`config.mk`:
```
export PLATFORM = sky130hd
export DESIGN_NAME = rle_dec_flat
export DESIGN_NICKNAME = d
export VERILOG_FILES = /design/src/rtl/rle_dec_if.sv /design/src/rtl/rle_dec.sv /design/src/flat_wrapper.sv
export SDC_FILE = /design/constraint.sdc
export NUM_CORES = 1
export LEC_CHECK = 0
export CELL_PAD_IN_SITES_DETAIL_PLACEMENT = 0
export CELL_PAD_IN_SITES_GLOBAL_PLACEMENT = 1
export CORE_MARGIN = 2
export CORE_UTILIZATION = 33
export CTS_BUF_LIST = sky130_fd_sc_hd__clkbuf_8
export CTS_CLUSTER_SIZE = 24
export DETAILED_ROUTE_END_ITERATION = 8
export GPL_TIMING_DRIVEN = 0
export PLACE_DENSITY_LB_ADDON = 0.25
export SLEW_MARGIN = 20
export SYNTH_ARGS = -nofsm -noshare
export SYNTH_HDL_FRONTEND = slang
export SYNTH_SLANG_ARGS = --single-unit
```
`constraint.sdc`:
```
create_clock -name clk -period 3.7 [get_ports clk]
set_input_delay 1.11 -clock clk [delete_from_list [all_inputs] [get_ports clk]]
set_output_delay 1.11 -clock clk [all_outputs]
set_load 0.02 [all_outputs]
```
`src/rtl/rle_dec_if.sv`:
```
// AXI4-Stream style bundle for the RLE decoder input and output streams.
// W is the tdata width of the particular stream instance.
interface rle_dec_if #(
    parameter int W = 16
);
    logic [W-1:0] tdata;
    logic         tvalid;
    logic         tlast;
    logic         tready;

    modport master (
        output tdata,
        output tvalid,
        output tlast,
        input  tready
    );

    modport slave (
        input  tdata,
        input  tvalid,
        input  tlast,
        output tready
    );
endinterface

```
`src/rtl/rle_dec.sv`:
```
// Run-length decoder: expands {cnt, dat} words into cnt+1 samples of dat.
// A single holding register feeds the output, so ready propagates combinationally.
module rle_dec #(
    parameter int CW = 8,
    parameter int DW = 8,
    parameter int SW = 32
) (
    input  logic          clk,
    input  logic          rst,
    input  logic          ctl_rst,
    input  logic          cfg_ena,
    rle_dec_if.slave      sti,
    rle_dec_if.master     sto,
    output logic [SW-1:0] sts_cnt
);
    logic          hld_vld;
    logic          hld_lst;
    logic [DW-1:0] hld_dat;
    logic [CW-1:0] hld_rem;

    logic last_smp;
    logic in_xfer;
    logic out_xfer;

    assign last_smp = (hld_rem == '0);

    assign sti.tready = ~ctl_rst & (~hld_vld | (sto.tready & last_smp));
    assign in_xfer    = sti.tvalid & sti.tready;
    assign out_xfer   = hld_vld & sto.tready;

    assign sto.tvalid = hld_vld;
    assign sto.tdata  = hld_dat;
    assign sto.tlast  = hld_vld & hld_lst & last_smp;

    always_ff @(posedge clk or posedge rst) begin
        if (rst) begin
            hld_vld <= 1'b0;
            hld_lst <= 1'b0;
            hld_dat <= '0;
            hld_rem <= '0;
            sts_cnt <= '0;
        end else if (ctl_rst) begin
            // Drops any partly expanded run; data is left as-is since vld is low.
            hld_vld <= 1'b0;
            hld_lst <= 1'b0;
            hld_rem <= '0;
            sts_cnt <= '0;
        end else begin
            if (out_xfer) begin
                sts_cnt <= sts_cnt + 1'b1;
            end
            if (in_xfer) begin
                hld_vld <= 1'b1;
                hld_dat <= sti.tdata[DW-1:0];
                hld_rem <= cfg_ena ? sti.tdata[CW+DW-1:DW] : '0;
                hld_lst <= sti.tlast;
            end else if (out_xfer) begin
                if (last_smp) begin
                    hld_vld <= 1'b0;
                end else begin
                    hld_rem <= hld_rem - 1'b1;
                end
            end
        end
    end
endmodule

```
`src/flat_wrapper.sv`:
```
// flat-port wrapper written by rule: the top's interface ports become plain ports
module rle_dec_flat 
#(
    parameter int CW = 8,
    parameter int DW = 8,
    parameter int SW = 32
)
  (clk, rst, ctl_rst, cfg_ena, sts_cnt, sti_tdata, sti_tvalid, sti_tlast, sti_tready, sto_tdata, sto_tvalid, sto_tlast, sto_tready);
  rle_dec_if #(.W(16)) sti_i ();
  rle_dec_if #(.W(8)) sto_i ();
  input  logic clk;
  input  logic rst;
  input  logic ctl_rst;
  input  logic cfg_ena;
  output logic [SW-1:0] sts_cnt;
  input wire logic [$bits(sti_i.tdata)-1:0] sti_tdata;
  input wire logic [$bits(sti_i.tvalid)-1:0] sti_tvalid;
  input wire logic [$bits(sti_i.tlast)-1:0] sti_tlast;
  output wire logic [$bits(sti_i.tready)-1:0] sti_tready;
  output wire logic [$bits(sto_i.tdata)-1:0] sto_tdata;
  output wire logic [$bits(sto_i.tvalid)-1:0] sto_tvalid;
  output wire logic [$bits(sto_i.tlast)-1:0] sto_tlast;
  input wire logic [$bits(sto_i.tready)-1:0] sto_tready;
  assign sti_i.tdata = sti_tdata;
  assign sti_i.tvalid = sti_tvalid;
  assign sti_i.tlast = sti_tlast;
  assign sti_tready = sti_i.tready;
  assign sto_tdata = sto_i.tdata;
  assign sto_tvalid = sto_i.tvalid;
  assign sto_tlast = sto_i.tlast;
  assign sto_i.tready = sto_tready;
  rle_dec #(.CW(CW), .DW(DW), .SW(SW)) u_core (.clk(clk), .rst(rst), .ctl_rst(ctl_rst), .cfg_ena(cfg_ena), .sti(sti_i), .sto(sto_i), .sts_cnt(sts_cnt));
endmodule
```
==> results of run 1 <==
[sequential cells by signal (all words and copies together) (netlist names)]
name	flops
u_core.hld_lst	1
u_core.hld_rem	8
u_core.sto.tdata	8
u_core.sto.tvalid	1
u_core.sts_cnt	32
[kinds of logic (layout without fill, tap and decap cells)]
family | count (synthesis) | after routing
AND/OR/NAND/NOR | 153 | 153
multiplexers | 1 | 1
AO/OA/AOI/OAI | 31 | 31
flip-flops | 50 | 50
adder cells (fa/ha/maj) | 3 | 3
buffers and inverters | 19 | 90
XOR/XNOR | 31 | 31
[metrics by stage]
step           worst slack, ns  hold slack [ns]  power [uW]  instance area, um^2  instances
2_1_floorplan            0.514            0.498         865                 2620        288
3_3_place_gp            -0.646            0.458         990                 3380        453
3_5_place_dp            -0.660            0.463         994                 3380        453
4_1_cts                 0.0122            0.486        1380                 3500        461
5_1_grt                 0.0135            0.508        1450                 3500        461
6_report                0.0620            0.480        1370                 3500        461
[placed cells by master, fill, tap and decap left out, types with 3 or more instances in the layout]
| master | count |
|---|---|
| sky130_fd_sc_hd__a21oi_1 | 10 |
| sky130_fd_sc_hd__and3_1 | 5 |
| sky130_fd_sc_hd__and4_1 | 4 |
| sky130_fd_sc_hd__clkbuf_1 | 8 |
| sky130_fd_sc_hd__clkbuf_8 | 5 |
| sky130_fd_sc_hd__clkdlybuf4s50_1 | 61 |
| sky130_fd_sc_hd__dfrtp_1 | 50 |
| sky130_fd_sc_hd__ha_1 | 3 |
| sky130_fd_sc_hd__inv_1 | 7 |
| sky130_fd_sc_hd__nand2_1 | 40 |
| sky130_fd_sc_hd__nand2b_1 | 3 |
| sky130_fd_sc_hd__nand3_1 | 16 |
| sky130_fd_sc_hd__nand4_1 | 18 |
| sky130_fd_sc_hd__nor2_1 | 46 |
| sky130_fd_sc_hd__nor3_1 | 7 |
| sky130_fd_sc_hd__nor4_1 | 5 |
| sky130_fd_sc_hd__xnor2_1 | 6 |
| sky130_fd_sc_hd__xor2_1 | 25 |
[routing by layer]
| layer | wire length (um) | up-vias | GRT usage (%) |
|---|---|---|---|
| li1 | - | 1143 | - |
| met1 | 3060 | 1092 | 21.7 |
| met2 | 3090 | 59 | 26.0 |
| met3 | 265 | 4 | 2.98 |
| met4 | 46 | 0 | 4.04 |
| met5 | 0 | - | 0 |
[worst max-delay path, cell delays in order]
cell and delay [ns]:
sky130_fd_sc_hd__clkdlybuf4s50_1 0.49, sky130_fd_sc_hd__buf_4 0.22, sky130_fd_sc_hd__clkbuf_4 0.20, sky130_fd_sc_hd__nor2_1 0.17, sky130_fd_sc_hd__clkdlybuf4s15_1 0.33
[worst max path at each step]
stage                       to  startpoint  slack (ns)
floorplan           sti_tready  sto_tready        0.51
global placement    sti_tready     ctl_rst       -0.65
detailed placement  sti_tready     ctl_rst       -0.66
CTS                 sti_tready     ctl_rst        0.01
global route        sti_tready     ctl_rst        0.01
finish              sti_tready     ctl_rst        0.06
[power by group through the flow]
stage	Clock (uW)	Sequential [uW]	Combinational, uW
floorplan	0	657	208
global placement	0	636	354
detailed placement	0	637	357
CTS	399	627	359
global route	420	635	396
finish	386	627	355
[layout make-up]
type,count,share of cell area [%]
Multi-Input combinational cell,219,36.9
Sequential cell,50,35.7
Timing Repair Buffer,63,18.1
Tap cell,102,3.65
Clock buffer,5,1.97
Buffer,12,1.64
Clock inverter,3,1.18
Inverter,7,0.822
[repair_timing]
item	CTS	global route
endpoints found under the setup margin	1	2
hold endpoints to repair	0	0
gates resized for setup	5	3
==> results, run 1 <==
- The total count of max-transition violations in the final report is 0.
- The clock network fraction of total power is between 20% and 30%.
- Ranked by total cell area, the synthesized netlist is headed by sky130_fd_sc_hd__dfrtp_1, sky130_fd_sc_hd__xor2_1, sky130_fd_sc_hd__nor2_1.
- The DRC marker count from the first detailed-route iteration is 95.
- After clock tree synthesis, the clock-pin slew on the worst setup and hold paths is 0.09 ns.
- Pin placement for this block handled 66 I/O pins.
- The tree is rooted in a sky130_fd_sc_hd__clkbuf_8.
- After legalization and detailed placement, the total HPWL measured between 4 and 5 mm.
- The total standard cell area after synthesis is ~2600 um^2.
- The initial utilization of the core area, before any placement, comes to 33.9%.
- Setup repair after global routing left no endpoint under its margin.
- The remaining design rule violation count is 0.
- Entering global routing, the biggest net connects between 50 and 60 pins.
- The core outline area is roughly 7700 um^2.
- The most frequently used cell type in the post-synthesis netlist is sky130_fd_sc_hd__dfrtp_1.
- The layout overhead on the synthesized area is 33.6%.
- The post-synthesis sequential area ratio is 47.8%.
- The critical path launch point type is a primary input.
- The fmax is approximately 0.27 GHz.
- Summing the areas of all fa, ha and maj instances in the mapped netlist gives 1.43% of the synthesized area.
- The number of buffers added for setup after CTS is 0.
- Synthesis inferred 50 register bits.
- For this run, the post-layout net count is between 300 and 400.
- TritonCTS built the clock tree.
- The number of fill cells is about 770.
- Of all flip-flops after synthesis, the portion carrying an async set or reset was 100%.
- From bottom edge to top edge, the die measures between 90 and 100 um.
- On the final layout, the worst clock skew is 0.00796 ns.
- The average wire per cell in the routed design is roughly 14 um.
- The multi-input combinational cells in the finished layout cover a total of approximately 1300 um^2.
- Averaged over all synthesized cells, the footprint is 9.10 um^2.
- The synthesized netlist contains 40 unique library cells.
- Port buffering added between 60 and 70 buffers.
- The floorplan die width is slightly above 90 um.
- sky130_fd_sc_hd__dfrtp_1 takes more of the synthesized area than any other cell.
- Power spread over the standard cell area amounts to slightly below 400 nW/um^2.
- Data arrives at the worst endpoint at around 2.5 ns.
- The depth of the CTS H-tree is 2.
- The flow ran to the end, and the final reports show no timing, DRC or antenna violations.
- Setup violations remaining at the end of the flow were counted as 0.
- In this run, CTS created clock tree buffers numbering 5.
- The share of total power dissipated in sequential elements is 45.8%.
- The headroom to the max-slew limit is a little over a third.
- In this run the critical register-to-register path is captured at u_core.hld_rem[7].
- The count of antenna-violating nets left after detailed routing is 0.
- The share of post-route cells with drive strength above 1 is 4.74%.
- The worst path required time is 2.59 ns.
- The largest fanout on the critical path is 10.
- Of the total power, the share spent switching nets is ~31%.
- The origin of the worst min-delay path is u_core.sto.tdata[2].
- The worst vdd rail ir drop is around 0.18 mV.
- The total global routing track utilization is 15.9%.
- At the pin with the least slew margin, the transition time is between 0.9 and 1 ns.
- The final count of hold timing violations was 0.
- In this run, post-CTS hold repair placed 0 buffers.
- The area share of the largest cell type after synthesis is between 40% and 50%.
- The net switching power is between 400 and 500 uW.
- The type of the most critical hold path is reg -> reg.
- The Yosys step of the flow raised 0 warnings.
- The number of search-and-repair iterations in the first detailed-routing pass is 4.
- Of the total synthesized cell area, the portion taken by XOR and XNOR cells is about 10%.
- The final period utilization is a little over nine tenths.
- The utilization of the core after routing is 45.3%.
- The top flip-flop cell by instance count after synthesis is sky130_fd_sc_hd__dfrtp_1.
- The number of enable-type register cells in the synthesized netlist is 0.
- For this block, the routed nets add up to approximately 6.5 mm of wire.
- The clock latency on the worst-skew pair is 0.30 ns.
- For the finished layout, the period the worst path requires is around 3.6 ns.
- The number of cells produced by synthesis is ~290.
- At the end of routability-driven placement, the weighted congestion stood at 0.794.
- The initialized floorplan defines 32 standard-cell rows.
- The setup path with the least slack is of type in -> out.
- The area of all sequential standard cells is 1250 um^2.
- The combinational share of power is between 20 and 30%.
- The overall via count from detail_route is between 2000 and 2500.
- The sum of negative setup slack is 0 ns.
- Summing the areas of all and, or, nand and nor instances in the mapped netlist gives between 20 and 30% of the synthesized area.
- Counting instances, the worst hold path has a depth of 2.
- STA classifies the critical path endpoint as a primary output.
- The vias per cell is ~5.
- The commonest cells after synthesis are sky130_fd_sc_hd__dfrtp_1, sky130_fd_sc_hd__nor2_1, sky130_fd_sc_hd__nand2_1.
- The number of global-route vias before repair is roughly 2200.
- The number of antenna violations at the first check in global routing is 0.
- The number of nets handed over by synthesis was between 300 and 400.
- The depth of the worst register-to-register path is 8.
- In this run the critical register-to-register path is launched from u_core.hld_rem[0].
- The total global routing overflow is 0.
- The worst-case hold path end point is u_core.sto.tdata[2].
- The leakage dissipation is roughly 0.0015 uW.
- The antenna diode instance count is 0.
- Setup slack on the worst reg-to-reg path comes out at 1.28 ns.
- The clock passes through at most 2 buffers.
- The global-route wire length before repair is about 11 mm.
- The overall die area is slightly below 9000 um^2.
- After synthesis, the largest family of logic cells by area is simple AND/OR/NAND/NOR gates.
- The cell-internal power is ~940 uW.
- The multiplexer share of the synthesized area is less than 1%.
- The max-cap violation count is 0.
- The share of the synthesized area in compound gates (AO/OA/AOI/OAI) is about 8.6%.
- Clock tree synthesis found a total of 50 sinks.
Note: power is estimated with default switching activity, not from simulation.
==> run 2, diff against run 1 <==
- ABC_AREA: unset -> 1
- PLACE_DENSITY_LB_ADDON: 0.25 -> 0.3
==> results, run 2 <==
- For this run, the register share of the synthesized area comes to 39.1%.
- The DRC marker count from the first detailed-route iteration is approximately 130.
- The total count of max-transition violations in the final report is 0.
- The area of all sequential standard cells is 1250 um^2.
- Global routing consumed, over all layers together, a little under a fifth of the routing resources.
- Setup repair after global routing left no endpoint under its margin.
- The total wire length is between 8 and 9 mm.
- The first TritonRoute pass finished after 5 iterations.
- Entering global routing, the biggest net connects about 50 pins.
- The layout overhead on the synthesized area is 28.4%.
- The maximum clock insertion buffer count is 2.
- The power consumption is ~1600 uW.
- The analysis attributes to cell leakage a power of ~0.0019 uW.
- On the final layout, the worst hold slack is around 0.50 ns.
- The overall via count from detail_route is approximately 3100.
- The die covers roughly 10000 um^2.
- Clock skew on the completed layout was measured at 0.00914 ns.
- The critical path is of the in -> out type.
- The sequential share of power is 39.9%.
- The depth of the worst hold-timing path is 2.
- 0 antenna diodes ended up in the layout.
- The setup violation total in the final timing report is 0.
- The total global routing overflow is 0.
- Combinational logic burns about a third of the power.
- The number of flip-flops in the largest register is 32.
- Counting I/O delays and the setup requirement, the final critical path takes around 3.5 ns.
- Counting flops with an async set or reset pin after synthesis yields a share of 100%.
- The final period utilization is between 90 and 100%.
- STA puts the critical path data arrival time at 2.42 ns.
- The first global-routing pass estimated 14.9 mm of wire.
- STA classifies the critical path endpoint as a primary output.
- TritonCTS built the clock tree.
- The register with the most flip-flops is u_core.sts_cnt.
- The total standard cell area after synthesis is approximately 3200 um^2.
- After synthesis, the largest area contributor takes up 39.1% of total cell area.
- Summed over all instances, the cell type with the most area after synthesis is sky130_fd_sc_hd__dfrtp_1.
- The headroom to the max-slew limit is a little under three fifths.
- The clock root buffer is sky130_fd_sc_hd__clkbuf_8.
- After detailed routing, the average wire length per cell comes to about 13 um.
- Ranked by total cell area, the synthesized netlist is headed by sky130_fd_sc_hd__dfrtp_1, sky130_fd_sc_hd__nand2_1, sky130_fd_sc_hd__nand3_1.
- For this run, the number of Yosys warnings is 0.
- Input and output buffers added on the ports amount to 62.
- The final count of hold timing violations is 0.
- The most frequently used cell type in the post-synthesis netlist is sky130_fd_sc_hd__nand2_1.
- The signal on the critical path passes through clkdlybuf4s50_1, nand3_2, a21oi_4, dlygate4sd2_1.
- The delay contributed by the slowest stage of the critical path is 0.52 ns.
- The initial core utilization is 34.3%.
- The layout has 989 filler cells.
- The reg2reg setup slack is 1.89 ns.
- In this run the mean area of a mapped cell was approximately 6.9 um^2.
- The slowest cell on the critical path is sky130_fd_sc_hd__clkdlybuf4s50_1.
- The multi-input combinational cells in the finished layout cover a total of ~1700 um^2.
- The tool flagged a number of max-cap violations equal to 0.
- In the routed design, unresolved DRC markers number 0.
- The number of hold buffers added after CTS is 0.
- The top flip-flop cell by instance count after synthesis is sky130_fd_sc_hd__dfrtp_1.
- The cell-internal power is a little over 1000 uW.
- The power density over the cells is 395 nW/um^2.
- The number of standard-cell rows in the floorplan is 35.
- The clock sink count is 50.
- Once detailed placement completed, the half-perimeter wirelength came to between 6 and 7 mm.
- The worst register-to-register path begins at u_core.hld_rem[0].
- The worst-case hold path end point is u_core.sto.tdata[0].
- The number of storage elements in the synthesis netlist is 50.
- The worst vdd rail ir drop is 0.241 mV.
- The number of cells on the worst reg-to-reg path is 10.
- The congestion estimate from routability-driven global placement came to slightly above 0.8.
- The final standard cell count with taps included and fillers excluded is roughly 660.
- The sum of negative setup slack is 0 ns.
- The number of different library cells used by synthesis comes to 37.
- The count of placed standard cells including taps is between 600 and 700.
- The clock network burns approximately a quarter of the power.
- Leaving out fill and tap cells, the most frequent cell in the layout is sky130_fd_sc_hd__nand2_1.
- The number of antenna violations at the first check in global routing is 0.
- TritonCTS created 5 clock buffers.
- The routed length on met3 is 487 um.
- The fmax is ~0.28 GHz.
- The synthesized net count is slightly below 500.
- The endpoint of the worst-slack reg-to-reg timing path is u_core.hld_rem[3].
- Once detail routing completed, the nets flagged for antenna violations numbered 0.
- The number of nets in the layout is approximately 560.
- By count the netlist is led by sky130_fd_sc_hd__nand2_1, sky130_fd_sc_hd__inv_1, sky130_fd_sc_hd__dfrtp_1.
- Data on the critical path is required at its endpoint by about 2.6 ns.
- The total area inside the core boundary comes to 9330 um^2.
- The analysis attributes to net switching a power of around 600 uW.
- The depth of the CTS H-tree is 2.
- The largest fanout on the critical path is 10.
- In the detailed route, the total length drawn on met2 is between 4 and 5 mm.
- The share of post-route cells with drive strength above 1 is under 10%.
- The height of the die is between 100 and 150 um.
- After detailed routing, the wire length on met1 is 4.06 mm.
- The number of cells produced by synthesis is 460.
- The vias per cell is around 4.7.
- Clock-pin slew was measured on the worst setup and hold paths at around 0.11 ns.
- The actual slew at the worst max-slew pin is about 0.65 ns.
- The origin of the worst min-delay path is u_core.sto.tdata[0].
- From left edge to right edge, the die measures 102 um.
- The uppermost layer routed is met4.
- The worst setup path is launched from a primary input.
- The min-delay analysis places its worst path in the category reg -> reg.
- The number of global-route vias before repair is 3013.
- Net switching is a little over a third of the power.
- The number of enable-type register cells in the synthesized netlist is 0.
- The flow ran to the end, and the final reports show no timing, DRC or antenna violations.
- For the worst-skew pair, the clock arrives at the later sink with an insertion delay of approximately 0.31 ns.
- between 60 and 70 I/O pins were placed.
- Leaving out fill and tap cells, the most frequent cells in the layout are sky130_fd_sc_hd__nand2_1, sky130_fd_sc_hd__clkdlybuf4s50_1, sky130_fd_sc_hd__inv_1, sky130_fd_sc_hd__dfrtp_1, sky130_fd_sc_hd__nor2_1.
run 2: cell types whose count changed after synthesis, moves of 5 or more:
cell	previous run	this run
sky130_fd_sc_hd__nor3_1	7	13
sky130_fd_sc_hd__xor2_1	25	6
sky130_fd_sc_hd__nand2_2	0	6
sky130_fd_sc_hd__clkbuf_1	10	3
sky130_fd_sc_hd__xnor2_1	6	1
sky130_fd_sc_hd__nand3_1	16	39
sky130_fd_sc_hd__nand2_1	40	159
sky130_fd_sc_hd__o21ai_0	2	8
sky130_fd_sc_hd__and3_1	5	0
sky130_fd_sc_hd__nor4_1	5	0
sky130_fd_sc_hd__inv_1	7	51
run 2: through the flow:
stage | setup slack [ns] | area [um^2] | util (%)
2_1_floorplan | 0.916 | 3200 | -
3_3_place_gp | -0.268 | 3980 | 42.7
3_5_place_dp | -0.249 | 3980 | 42.7
4_1_cts | 0.165 | 4110 | 44.0
5_1_grt | 0.120 | 4110 | 44.0
6_report | 0.171 | 4110 | 44.0
run 2: what timing repair did:
action	CTS	global route
gates resized for setup	2	0
endpoints found under the setup margin	1	0
setup buffers	0	0
run 2: layer usage:
metal	vias up	GRT usage, %
met2	83	29.7
met5	-	0
met1	1420	25.0
met4	0	3.69
met3	6	3.21
li1	1609	-
run 2: layout make-up:
cell class              count  share of cell area [%]
clock inverters             3                    1.19
flip-flops and latches     50                    30.5
repair buffers             62                    15.1
multi-input cells         342                    40.8
inverters                  56                    5.21
plain buffers              12                    1.62
clock buffers               5                    1.68
well taps                 129                    3.93
run 2: power groups by stage:
stage / registers, uW / logic (uW) / clock network [uW]
2_1_floorplan: 693 / 341 / 0
3_5_place_dp: 654 / 560 / 0
6_report: 648 / 559 / 416
4_1_cts: 648 / 564 / 428
3_3_place_gp: 654 / 558 / 0
5_1_grt: 658 / 631 / 455
run 2: worst max path at each step:
stage,startpoint,end,slack [ns],cells past startpoint
final,sto_tready,sti_tready,0.17,4
after CTS,sto_tready,sti_tready,0.16,4
after global routing,sto_tready,sti_tready,0.12,4
after detailed placement,sto_tready,sti_tready,-0.25,4
after global placement,sto_tready,sti_tready,-0.27,4
after floorplan,ctl_rst,sti_tready,0.92,2
run 2: cells by family after synthesis:
| group | count (synthesis) | synth area share, % |
|---|---|---|
| fa+ha+maj | 3 | 1.17 |
| compound gates | 29 | 5.60 |
| flops | 50 | 39.1 |
| xor+xnor | 7 | 1.92 |
| simple gates | 303 | 43.5 |
| buf+inv | 68 | 8.69 |
run 2: critical path, delay by kind of cell:
kind	cells	cell delay, ns
AOI/OAI and AO/OA	1	0.28
buffers and inverters	2	0.89
and+or+nand+nor	1	0.13
